`src/rtl/soc_wb_split_tmo_pkg.sv`:
```
// Shared definitions for the Wishbone splitter: FSM encodings, default error data,
// and the slave-select width helper.
package soc_wb_split_tmo_pkg;

  typedef enum logic [1:0] {
    ST_IDLE = 2'd0,
    ST_BUSY = 2'd1,
    ST_RESP = 2'd2
  } wb_st_e;

  localparam logic [31:0] ERR_DATA_DEF = 32'hDEADBEEF;
  localparam int          ERR_CNT_W    = 8;

  // A single slave still needs one select bit so the top address bit can flag decode errors.
  function automatic int sel_width(input int n);
    return (n <= 2) ? 1 : $clog2(n);
  endfunction

endpackage

```
`src/rtl/soc_wb_tmo_cnt.sv`:
```
// Load/decrement watchdog counter. With TMO_CYCLES == 0 it never expires.
module soc_wb_tmo_cnt #(
  parameter int TMO_W      = 8,
  parameter int TMO_CYCLES = 255
) (
  input  logic clk,
  input  logic rst,
  input  logic load,
  input  logic dec,
  output logic expired
);

  logic [TMO_W-1:0] cnt_q, cnt_d;

  always_comb begin
    cnt_d = cnt_q;
    if (load)                  cnt_d = TMO_W'(TMO_CYCLES);
    else if (dec && cnt_q != '0) cnt_d = cnt_q - 1'b1;
  end

  always_ff @(posedge clk) begin
    if (rst) cnt_q <= '0;
    else     cnt_q <= cnt_d;
  end

  assign expired = (TMO_CYCLES != 0) && (cnt_q == '0);

endmodule

```
`src/rtl/soc_wb_split_tmo.sv`:
```
// Wishbone 1-to-WB_N splitter: one transaction in flight, registered ack, watchdog
// termination of hung slaves and sticky error capture for firmware.
module soc_wb_split_tmo
  import soc_wb_split_tmo_pkg::*;
#(
  parameter int          WB_N       = 6,
  parameter int          WB_DW      = 32,
  parameter int          WB_AW      = 16,
  parameter int          TMO_W      = 8,
  parameter int          TMO_CYCLES = 255,
  parameter logic [31:0] ERR_DATA   = ERR_DATA_DEF
) (
  input  logic                  clk,
  input  logic                  rst,
  input  logic [WB_AW-1:0]      m_addr,
  input  logic [WB_DW-1:0]      m_wdata,
  input  logic [WB_DW/8-1:0]    m_wmsk,
  input  logic                  m_we,
  input  logic                  m_cyc,
  output logic [WB_DW-1:0]      m_rdata,
  output logic                  m_ack,
  output logic                  m_err,
  output logic [WB_AW-1:0]      wb_addr,
  output logic [WB_DW-1:0]      wb_wdata,
  output logic [WB_DW/8-1:0]    wb_wmsk,
  output logic                  wb_we,
  output logic [WB_N-1:0]       wb_cyc,
  input  logic [WB_N-1:0]       wb_ack,
  input  logic [WB_N*WB_DW-1:0] wb_rdata,
  output logic [3:0]            err_slave,
  output logic                  err_dec,
  output logic [WB_AW-1:0]      err_addr,
  output logic [ERR_CNT_W-1:0]  err_cnt,
  input  logic                  err_clr
);

  localparam int               SW    = sel_width(WB_N);
  localparam logic [WB_DW-1:0] ERR_W = WB_DW'(ERR_DATA);

  wb_st_e                 state_q, state_d;
  logic [SW-1:0]          sel_q, sel_d;
  logic                   m_err_q, m_err_d;
  logic [WB_DW-1:0]       rdata_q, rdata_d;
  logic [3:0]             err_slave_q, err_slave_d;
  logic                   err_dec_q, err_dec_d;
  logic [WB_AW-1:0]       err_addr_q, err_addr_d;
  logic [ERR_CNT_W-1:0]   err_cnt_q, err_cnt_d;

  logic [SW-1:0]                 sel_in;
  logic                          sel_ok;
  logic [WB_N-1:0]               sel_oh;
  logic [WB_N-1:0][WB_DW-1:0]    s_rdata;
  logic [WB_DW-1:0]              mux_rdata;
  logic                          ack_sel, tmo_load, tmo_dec, tmo_exp;
  logic                          err_hit, dec_err;

  assign sel_in = m_addr[WB_AW-1 -: SW];
  assign sel_ok = 32'(sel_in) < 32'(WB_N);

  for (genvar g = 0; g < WB_N; g++) begin : g_slv
    assign s_rdata[g] = wb_rdata[g*WB_DW +: WB_DW];
    assign sel_oh[g]  = (sel_q == SW'(g));
  end

  always_comb begin
    mux_rdata = '0;
    for (int i = 0; i < WB_N; i++) mux_rdata |= s_rdata[i] & {WB_DW{sel_oh[i]}};
  end

  assign ack_sel = |(wb_ack & sel_oh);

  soc_wb_tmo_cnt #(.TMO_W(TMO_W), .TMO_CYCLES(TMO_CYCLES)) u_tmo (
    .clk     (clk),
    .rst     (rst),
    .load    (tmo_load),
    .dec     (tmo_dec),
    .expired (tmo_exp)
  );

  always_comb begin
    state_d  = state_q;
    sel_d    = sel_q;
    m_err_d  = m_err_q;
    rdata_d  = rdata_q;
    tmo_load = 1'b0;
    tmo_dec  = 1'b0;
    err_hit  = 1'b0;
    dec_err  = 1'b0;
    unique case (state_q)
      ST_IDLE: begin
        if (m_cyc) begin
          sel_d = sel_in;
          if (sel_ok) begin
            state_d  = ST_BUSY;
            tmo_load = 1'b1;
          end else begin
            state_d = ST_RESP;
            m_err_d = 1'b1;
            rdata_d = ERR_W;
            err_hit = 1'b1;
            dec_err = 1'b1;
          end
        end
      end
      ST_BUSY: begin
        // Ack beats expiry when both land in the same cycle.
        if (ack_sel) begin
          state_d = ST_RESP;
          m_err_d = 1'b0;
          rdata_d = m_we ? '0 : mux_rdata;
        end else if (tmo_exp) begin
          state_d = ST_RESP;
          m_err_d = 1'b1;
          rdata_d = ERR_W;
          err_hit = 1'b1;
        end else begin
          tmo_dec = 1'b1;
        end
      end
      ST_RESP: begin
        state_d = ST_IDLE;
        m_err_d = 1'b0;
      end
      default: state_d = ST_IDLE;
    endcase
  end

  always_comb begin
    err_slave_d = err_slave_q;
    err_dec_d   = err_dec_q;
    err_addr_d  = err_addr_q;
    err_cnt_d   = err_cnt_q;
    if (err_clr) begin
      err_cnt_d = '0;
      err_dec_d = 1'b0;
    end
    if (err_hit) begin
      if (err_cnt_d != '1) err_cnt_d = err_cnt_d + 1'b1;
      err_dec_d   = dec_err;
      err_slave_d = dec_err ? 4'(WB_N - 1) : 4'(sel_q);
      err_addr_d  = m_addr;
    end
  end

  always_ff @(posedge clk) begin
    if (rst) begin
      state_q     <= ST_IDLE;
      sel_q       <= '0;
      m_err_q     <= 1'b0;
      rdata_q     <= '0;
      err_slave_q <= '0;
      err_dec_q   <= 1'b0;
      err_addr_q  <= '0;
      err_cnt_q   <= '0;
    end else begin
      state_q     <= state_d;
      sel_q       <= sel_d;
      m_err_q     <= m_err_d;
      rdata_q     <= rdata_d;
      err_slave_q <= err_slave_d;
      err_dec_q   <= err_dec_d;
      err_addr_q  <= err_addr_d;
      err_cnt_q   <= err_cnt_d;
    end
  end

  assign m_ack     = (state_q == ST_RESP);
  assign m_err     = m_err_q;
  assign m_rdata   = rdata_q;
  assign wb_cyc    = (state_q == ST_BUSY) ? sel_oh : '0;
  assign wb_addr   = m_addr;
  assign wb_wdata  = m_wdata;
  assign wb_wmsk   = m_wmsk;
  assign wb_we     = m_we;
  assign err_slave = err_slave_q;
  assign err_dec   = err_dec_q;
  assign err_addr  = err_addr_q;
  assign err_cnt   = err_cnt_q;

endmodule
```
`config.mk`:
```
export PLATFORM = sky130hd
export DESIGN_NAME = soc_wb_split_tmo
export DESIGN_NICKNAME = d
export VERILOG_FILES = /design/src/rtl/soc_wb_split_tmo_pkg.sv /design/src/rtl/soc_wb_tmo_cnt.sv /design/src/rtl/soc_wb_split_tmo.sv
export SDC_FILE = /design/constraint.sdc
export NUM_CORES = 1
export LEC_CHECK = 0
export CORE_AREA = 2 2 145 147
export DETAILED_ROUTE_END_ITERATION = 8
export DIE_AREA = 0 0 147 149
export PLACE_DENSITY = 0.71
export SKIP_CTS_REPAIR_TIMING = 1
export SYNTH_ARGS = -nofsm -noshare
export SYNTH_HDL_FRONTEND = slang
export SYNTH_SLANG_ARGS = --single-unit
```
`constraint.sdc`:
```
create_clock -name clk -period 3.7 [get_ports clk]
set_input_delay 0.925 -clock clk [delete_from_list [all_inputs] [get_ports clk]]
set_output_delay 0.925 -clock clk [all_outputs]
set_load 0.005 [all_outputs]
```
==> results.py, run 1 <==
metrics = {
    "synth": {
        "yosys_warnings": 0,
        "async_flop_share_pct": 0,
        "synth_flop_cell": "dfxtp_1",
        "syn_nets": 909,
        "synthXorXnorAreaFrac_pct": 0.8345,
        "synth_fa_ha_area_share_pct": 1.431,
        "synth_edf_count": 0,
        "synth_area_mm2": 0.005248,
        "synthMuxAreaShare_pct": 14.54,
        "synthSimpleGateAreaFrac_pct": 18.38,
        "synth_cells": 648,
        "ys_ff_latch": 74,
        "syn_area_per_cell_um2": 8.098,
        "synth_top_family_by_area": "compound AO/OA/AOI/OAI gates",
        "yosysSeqAreaShare_pct": 28.23,
        "synth_compound_area_share_pct": 23.84,
        "netlist-cell-type-count": 56,
    },
    "die": {
        "die_w_um": 147,
        "row_count": 53,
        "die-area_mm2": 0.02190,
        "initial_utilization_pct": 25.53,
        "io_pins": 377,
        "die_y_um": 149,
        "core_area_mm2": 0.02056,
    },
    "detailed_routing": {
        "drt_pass1_iterations": 5,
        "ant_nets": 0,
        "num_vias": 5673,
        "via_per_inst": 4.899,
        "drtIter0Drc": 286,
        "drc": 0,
        "wl_um": 21660,
        "wl_per_cell_um": 18.70,
    },
    "hold_path": {
        "min_from": "err_addr[4]$_SDFFE_PP0P_",
        "hold_path.class": "flip-flop to flip-flop",
    },
    "global_route": {
        "grt_pass1_vias": 5587,
        "overflow": 0,
        "grt_max_degree": 56,
        "grt_pass1_wl_um": 32700,
        "grt_use_total_pct": 19.52,
        "antenna_found_initial": 1,
    },
    "cells_and_area": {
        "n_antenna_cell": 0,
        "stdcell_count": 1158,
        "area_growth_pct": 60.85,
        "drive_gt1_share_pct": 8.947,
        "finalNetCount": 1139,
    },
    "timing": {
        "final-setup-viol-count": 0,
        "skew_ns": 0.009884,
        "setup_tns_ns": 0,
        "final.period_utilization_pct": 80.50,
        "drv_slew": 0,
        "finalCriticalPeriod_ns": 2.979,
        "relSlewSlack_pct": 28.53,
        "grt_setup_unrepaired": "no",
        "worst_pin_slew_ns": 1.072,
        "hold_viol_final": 0,
        "max_freq_mhz": 335.7,
    },
    "power": {
        "ir_worst_vdd_mv": 0.1875,
        "seqPwrFrac_pct": 34.1,
        "p_per_area_mw_per_mm2": 317.1,
        "p_comb_share_pct": 35.0,
        "leakage_uw": 0.002894,
        "p_int_uw": 1876,
        "pwr-share-clk_pct": 30.9,
        "p_sw_share_pct": 29.91,
        "p_switching_uw": 800.7,
    },
    "critical_path": {
        "cp-end-kind": "output pin",
        "worstPathRequired_ns": 2.77,
        "worstSetupPathType": "flip-flop to output pin",
        "cp_data_arrival_time_ns": 2.05,
        "rr_startpoint": "sel_q[2]$_SDFFE_PP0P_",
        "cp-startpoint": "sel_q[1]$_SDFFE_PP0P_",
        "crit_fanout": 12,
        "rrSetupSlack_ns": 1.05,
        "start_kind": "flip-flop",
    },
    "placed_design": {
        "placedCellCount": 1142,
        "gp_congestion": 0.8875,
        "portBuffers": 303,
        "place_hpwl_um": 16980,
    },
    "clock_tree": {
        "cts_tree": "built",
        "cts_buffers": 9,
        "clk-insertion-delay-late_ns": 0.34,
        "path_clk_slew_ns": 0.06,
        "ctsLongestPathBuffers": 2,
        "htree_levels": 3,
        "root_buffer": "clkbuf_16",
        "cts.sinks": 74,
    },
    "outcome": {
        "status": "finished clean",
    },
    "run": {
        "max-cap-violations": 0,
    },
}
[cell families after synthesis]
| kind of cell | count (synthesis) |
|---|---|
| and+or+nand+nor | 197 |
| AOI/OAI and AO/OA | 188 |
| buffers and inverters | 116 |
| DFF | 74 |
| muxes | 61 |
| adders and majority gates | 6 |
| xor gates and xnor gates | 5 |
| other | 1 |
[worst max-delay path, cell delays in order (launching register included)]
cell and delay (ns):
dfxtp_2 0.33, inv_1 0.42, nand2_1 0.24, nor3_1 0.17, clkdlybuf4s50_1 0.55
[layer usage]
layer	GRT usage (%)	share of wire, %	vias to the layer above
li1	-	-	2765
met3	5.933	7.0	30
met4	5.529	2.3	0
met2	35.33	51	248
met1	22.28	40	2630
met5	0	0	-
[flip-flops by register name (all words and copies together) (netlist names)]
register     flops
m_rdata         32
err_addr        16
state_q          2
m_err            1
err_slave        3
u_tmo.cnt_q      8
err_dec          1
sel_q            3
err_cnt          8
[stage by stage]
stage	area, um^2	worst slack, ns	hold WS [ns]	total power [uW]	util (%)
after floorplan	5248	1.177	0.4482	1409	-
after global placement	8164	0.4340	0.4385	1861	39.71
after detailed placement	8164	0.4202	0.4433	1872	39.71
after CTS	8441	0.6657	0.4512	2717	41.06
after global routing	8441	0.5813	0.4657	2838	41.06
final	8441	0.7214	0.4477	2677	41.06
[cells in the mapped netlist (11+ instances only)]
cell	instances	area, um^2
clkbuf_1	29	108.9
nand3_1	23	115.1
mux2i_1	38	380.4
nand2_1	58	217.7
a22oi_1	18	135.1
a21oi_1	61	305.3
mux2_2	12	135.1
or2_2	12	75.07
o21ai_0	20	100.1
nor2_1	46	172.7
a211oi_1	36	270.3
mux4_2	11	247.7
buf_4	56	420.4
buf_2	15	75.07
inv_1	12	45.04
dfxtp_1	74	1481
[area by class of cell]
cell class,instances,area (um^2)
clock inverter,1,8.758
tap,275,344.1
multi-input combinational,458,3113
timing repair buffer,322,3171
clock buffer,15,267.8
inverter,13,48.80
fill,2079,12120
sequential,74,1488
[worst paths after layout]
path,to,depth (start not counted)
worst max-delay path,wb_cyc[5],4
worst min-delay path,err_addr[4]$_SDFFE_PP0P_,2
worst max register to register,m_rdata[24]$_SDFFE_PP0P_,5
worst min register to register,err_addr[4]$_SDFFE_PP0P_,2
[power by group through the flow]
stage               Combinational, uW  Sequential (uW)  Clock (uW)
floorplan                         494              915           0
global placement                  934              927           0
detailed placement                943              929           0
CTS                               947              913         858
global route                     1020              921         894
finish                            937              912         827
[cell usage in the layout, fill, tap and decap left out, drive strengths merged, types with 7 or more instances in the layout]
cell type	Yosys	layout
a211oi	36	36
a21oi	61	61
a22oi	18	18
buf	74	20
clkbuf	29	15
clkdlybuf4s50	0	302
dfxtp	74	74
inv	12	12
mux2	12	12
mux2i	38	38
mux4	11	11
nand2	58	58
nand2b	10	10
nand3	23	23
nor2	46	46
nor2b	10	10
nor3	10	10
o21ai	21	21
o21bai	7	7
or2	12	12
Note: power is estimated with default switching activity, not from simulation.
==> run 2: changes to the inputs <==
- CORE_AREA: 2 2 145 147 -> 2 2 148 150
- DIE_AREA: 0 0 147 149 -> 0 0 150 152
- clock period: 3.7 -> 2.5 ns (I/O delays scaled with it)
==> results.py, run 2 (same netlist as run 1, synthesis figures left out) <==
metrics = {
    "detailed_routing": {
        "drtIter0Drc": 272,
        "num_vias": 5770,
        "drt_pass1_iterations": 4,
        "ant_nets": 0,
        "wl_um": 22290,
        "via_per_inst": 4.882,
        "wl_per_cell_um": 18.86,
        "drc": 0,
    },
    "critical_path": {
        "crit_fanout": 5,
        "cp-end-kind": "flip-flop",
        "worstSetupPathType": "input pin to flip-flop",
        "timing.rr.end": "u_tmo.cnt_q[6]$_SDFFE_PP0P_",
        "rrSetupSlack_ns": 0.23,
        "slowest_stage": "mux4_2",
        "reg2regPathDepth": 5,
        "worst_path_largest_cell_delay_ns": 0.56,
        "worstPathBufferInverterCount": 1,
        "worstPathCellList": "clkdlybuf4s50_1, mux2_2, mux4_2, or4_4, xor2_1, a21oi_1",
        "rr_startpoint": "sel_q[2]$_SDFFE_PP0P_",
        "crit_family": "multiplexers",
        "worstPathRequired_ns": 2.71,
        "cp_data_arrival_time_ns": 2.67,
        "start_kind": "input pin",
    },
    "clock_tree": {
        "cts_tree": "built",
        "clk-insertion-delay-late_ns": 0.34,
        "root_buffer": "clkbuf_16",
        "ctsLongestPathBuffers": 2,
        "cts.sinks": 74,
        "path_clk_slew_ns": 0.06,
        "htree_levels": 3,
        "cts_buffers": 9,
    },
    "hold_path": {
        "hold_path.class": "flip-flop to flip-flop",
        "min_from": "err_addr[8]$_SDFFE_PP0P_",
        "holdPathEnd": "err_addr[8]$_SDFFE_PP0P_",
        "whs_path_depth": 2,
    },
    "cells_and_area": {
        "ff_latch_area_mm2": 0.001493,
        "largest_reg_flops": 32,
        "multiInputGateArea_mm2": 0.003138,
        "fill_cells": 2157,
        "drive_gt1_share_pct": 11.54,
        "area_growth_pct": 66.95,
        "finalNetCount": 1158,
        "mostFrequentLayoutCells": "298 x clkdlybuf4s50_1, 71 x dfxtp_1, 60 x a21oi_1, 58 x nand2_1, 46 x nor2_1",
        "mostFrequentLayoutCell": "clkdlybuf4s50_1",
    },
    "power": {
        "leakage_uw": 0.003101,
        "ir_worst_vdd_mv": 0.2545,
        "fin_total_pwr_uw": 4034,
        "p_per_area_mw_per_mm2": 460.5,
    },
    "timing": {
        "drv_slew": 0,
        "finalCriticalPeriod_ns": 2.458,
        "final-setup-viol-count": 0,
        "worst_pin_slew_ns": 0.5417,
        "relSlewSlack_pct": 63.67,
        "hold_viol_final": 0,
        "max_freq_mhz": 406.9,
        "final.period_utilization_pct": 98.31,
        "skew_ns": 0.008385,
        "setup_tns_ns": 0,
    },
    "die": {
        "die_w_um": 150,
        "initial_utilization_pct": 24.58,
        "io_pins": 377,
        "row_count": 54,
        "die_y_um": 152,
        "die-area_mm2": 0.02280,
        "core_area_mm2": 0.02135,
    },
    "placed_design": {
        "portBuffers": 303,
        "gp_congestion": 0.8979,
        "place_hpwl_um": 17650,
    },
    "global_route": {
        "antenna_found_initial": 1,
        "grt_pass1_vias": 5693,
        "grt_use_total_pct": 18.98,
        "grt_max_degree": 44,
        "overflow": 0,
        "grt_pass1_wl_um": 33030,
    },
    "run": {
        "max-cap-violations": 0,
    },
    "outcome": {
        "status": "finished clean",
    },
}
==> run 2: cell types whose count changed in the layout (fill, tap and decap cells not counted), moves of 2 or more <==
| cell | before | now |
|---|---|---|
| buf_12 | 0 | 9 |
| buf_4 | 19 | 27 |
| clkdlybuf4s50_1 | 302 | 298 |
| dlymetal6s2s_1 | 0 | 4 |
| clkbuf_1 | 4 | 1 |
| clkinvlp_4 | 0 | 2 |
| dfxtp_2 | 2 | 0 |
| dfxtp_4 | 1 | 3 |
==> run 2: where the power goes <==
group | leakage [uW] | internal [uW] | switching (uW)
registers | 0.000606 | 1270 | 82.0
logic | 0.00237 | 839 | 637
clock network | 0.000128 | 694 | 510
total | 0.00310 | 2800 | 1230
==> run 2: stage by stage <==
stage / instances / setup slack [ns] / util, % / area, um^2 / hold slack, ns
2_1_floorplan: 648 / 0.2773 / - / 5248 / 0.4482
3_3_place_gp: 1165 / -0.2734 / 39.43 / 8418 / 0.4368
3_5_place_dp: 1165 / -0.3083 / 39.43 / 8418 / 0.4435
4_1_cts: 1180 / -0.1426 / 40.70 / 8690 / 0.4516
5_1_grt: 1182 / -0.004267 / 41.03 / 8761 / 0.4672
6_report: 1182 / 0.04221 / 41.03 / 8761 / 0.4473
==> run 2: cell type report <==
class / count / share of cell area [%]
flip-flops and latches: 74 / 17.04
well taps: 280 / 3.999
clock buffers: 11 / 2.771
diodes: 1 / 0.02856
inverters: 13 / 0.5570
clock inverters: 4 / 0.3285
repair buffers: 341 / 39.46
multi-input cells: 458 / 35.82
==> run 2: metal layers <==
metal	GRT usage (%)	up-vias	wire, um
met4	7.188	0	776
met5	0	-	0
met2	32.90	283	11250
li1	-	2803	-
met3	5.736	42	1898
met1	21.75	2642	8364
==> run 2: worst max-delay path by stage <==
stage / start / to / slack [ns] / depth (start not counted)
after floorplan: wb_ack[5] / u_tmo.cnt_q[6]$_SDFFE_PP0P_ / 0.28 / 5
after global placement: wb_ack[5] / m_rdata[2]$_SDFFE_PP0P_ / -0.27 / 7
after detailed placement: wb_ack[5] / m_rdata[12]$_SDFFE_PP0P_ / -0.31 / 7
after CTS: sel_q[2]$_SDFFE_PP0P_ / wb_cyc[4] / -0.14 / 4
after global routing: wb_ack[1] / m_rdata[14]$_SDFFE_PP0P_ / -0.004 / 7
final: wb_ack[5] / u_tmo.cnt_q[6]$_SDFFE_PP0P_ / 0.04 / 6
==> run 2: worst reg2reg max path, delay by kind of cell (launching register included) <==
kind	cells	cell delay [ns]
AOI/OAI and AO/OA	1	0.08
xor gates and xnor gates	1	0.17
and+or+nand+nor	1	0.55
DFF	1	0.43
muxes	2	0.92
==> run 3: changes to the inputs <==
- CORE_AREA: 2 2 148 150 -> 2 2 145 147
- DIE_AREA: 0 0 150 152 -> 0 0 147 149
- DONT_BUFFER_PORTS: default -> 1
- PLACE_DENSITY: 0.71 -> 0.48
- clock period: 2.5 -> 2.1 ns (I/O delays scaled with it)
==> results.py, run 3 (same netlist as run 1, synthesis figures left out) <==
metrics = {
    "outcome": {
        "status": "complete, but fails checks",
        "failed_checks": "negative setup slack",
    },
    "die": {
        "row_count": 53,
        "die_w_um": 147,
        "die-area_mm2": 0.02190,
        "io_pins": 377,
        "die_y_um": 149,
        "core_area_mm2": 0.02056,
        "initial_utilization_pct": 25.53,
    },
    "cells_and_area": {
        "mostFrequentLayoutCell": "dfxtp_1",
        "mostFrequentLayoutCells": "71 x dfxtp_1, 58 x nand2_1, 48 x a21oi_1, 44 x nor2_1, 38 x mux2i_1",
        "drive_gt1_share_pct": 22.66,
        "area_growth_pct": 14.57,
        "finalNetCount": 865,
        "final_cell_area_mm2": 0.006012,
        "fill_cells": 2246,
        "stdcell_count": 885,
        "largest_reg_flops": 32,
        "fin_util_pct": 29.25,
    },
    "detailed_routing": {
        "ant_nets": 0,
        "wl_per_cell_um": 23.39,
        "wl_um": 20700,
        "via_per_inst": 5.363,
        "drtIter0Drc": 210,
        "drt_pass1_iterations": 4,
        "drc": 0,
        "num_vias": 4746,
    },
    "timing": {
        "grt_setup_unrepaired": "yes",
        "setup_slack_ns": -0.06157,
        "final-setup-viol-count": 14,
        "skew_ns": 0.007371,
        "max_freq_mhz": 462.6,
        "setup_tns_ns": -0.2862,
        "final.period_utilization_pct": 102.9,
        "hold_viol_final": 0,
        "drv_slew": 0,
        "finalCriticalPeriod_ns": 2.162,
    },
    "clock_tree": {
        "cts_tree": "built",
        "ctsLongestPathBuffers": 2,
        "root_buffer": "clkbuf_16",
        "cts_buffers": 9,
        "path_clk_slew_ns": 0.06,
        "clk-insertion-delay-late_ns": 0.35,
        "cts.sinks": 74,
        "htree_levels": 3,
    },
    "power": {
        "p_per_area_mw_per_mm2": 776.9,
        "ir_worst_vdd_mv": 0.3175,
        "leakage_uw": 0.001987,
    },
    "global_route": {
        "antenna_found_initial": 2,
        "overflow": 0,
        "grt_pass1_vias": 4544,
        "grt_pass1_wl_um": 29330,
        "grt_use_total_pct": 18.08,
        "grt_max_degree": 79,
    },
    "critical_path": {
        "cp_data_arrival_time_ns": 2.39,
        "worstSetupPathType": "flip-flop to flip-flop",
        "start_kind": "flip-flop",
        "rrSetupSlack_ns": -0.06,
        "slowest_stage": "mux4_2",
        "worst_path_largest_cell_delay_ns": 0.53,
        "reg2regPathDepth": 7,
        "cp-end-kind": "flip-flop",
        "worstPathRequired_ns": 2.33,
        "worstPathCellList": "mux2_4, mux4_2, buf_6, o21ai_4, buf_12, nand3_1, mux2_2",
        "crit_fanout": 5,
    },
    "placed_design": {
        "gp_congestion": 0.8059,
        "place_area_mm2": 0.005441,
        "placedCellCount": 866,
        "place_hpwl_um": 16000,
        "portBuffers": 0,
    },
    "hold_path": {
        "whs_path_depth": 1,
        "hold_path.class": "input pin to flip-flop",
    },
    "run": {
        "max-cap-violations": 0,
    },
}
[run 3: cell types whose count changed in the layout (fill, tap and decap cells not counted), moves of 4 or more]
cell	change
dlymetal6s2s_1	-4
clkdlybuf4s50_1	-298
buf_4	+8
a21oi_2	+12
a21oi_1	-12
[run 3: stage by stage]
| step | total power, uW | hold slack [ns] | worst slack, ns |
|---|---|---|---|
| 6_report | 4671 | 0.3119 | -0.06157 |
| 5_1_grt | 4920 | 0.2462 | -0.1233 |
| 4_1_cts | 4702 | 0.2522 | -0.2236 |
| 3_5_place_dp | 2789 | 0.4564 | -0.1624 |
| 3_3_place_gp | 2784 | 0.4522 | -0.1553 |
| 2_1_floorplan | 2482 | 0.4482 | 0.001922 |
[run 3: layout make-up]
cell class | count | area (um^2) | share of cell area, %
tap | 275 | 344.1 | 5.723
antenna | 1 | 2.502 | 0.04162
clock buffer | 11 | 252.7 | 4.204
sequential | 74 | 1490 | 24.79
clock inverter | 5 | 107.6 | 1.790
inverter | 13 | 48.80 | 0.8117
multi-input combinational | 458 | 3264 | 54.30
timing repair buffer | 48 | 501.7 | 8.345
[run 3: power by group]
group | switching [uW] | internal [uW] | total [uW]
combinational | 622 | 539 | 1160
clock | 642 | 1230 | 1880
sequential | 117 | 1520 | 1630
total | 1380 | 3290 | 4670
[run 3: metal layers]
layer | part of all wire, % | wire (um) | GRT usage [%] | vias up
met5 | 0.063 | 13 | 0 | -
met1 | 38 | 7776 | 19.83 | 2250
met4 | 4.0 | 827 | 7.452 | 2
met2 | 50 | 10250 | 31.36 | 241
li1 | - | - | - | 2210
met3 | 8.9 | 1832 | 7.125 | 43
[run 3: worst max-delay path: cells and delay by family (launching register included)]
| family | cells | cell delay, ns |
|---|---|---|
| buffers and inverters | 2 | 0.29 |
| AOI/OAI and AO/OA | 1 | 0.18 |
| DFF | 1 | 0.39 |
| and+or+nand+nor | 1 | 0.07 |
| muxes | 3 | 1.12 |
[run 3: path summary, 6_finish.rpt]
check,from,to
hold reg to reg,err_addr[7]$_SDFFE_PP0P_,err_addr[7]$_SDFFE_PP0P_
setup reg to reg,sel_q[2]$_SDFFE_PP0P_,err_cnt[3]$_SDFF_PP0_
hold / removal,rst,m_rdata[7]$_SDFFE_PP0P_
setup / recovery,sel_q[2]$_SDFFE_PP0P_,err_cnt[3]$_SDFF_PP0_
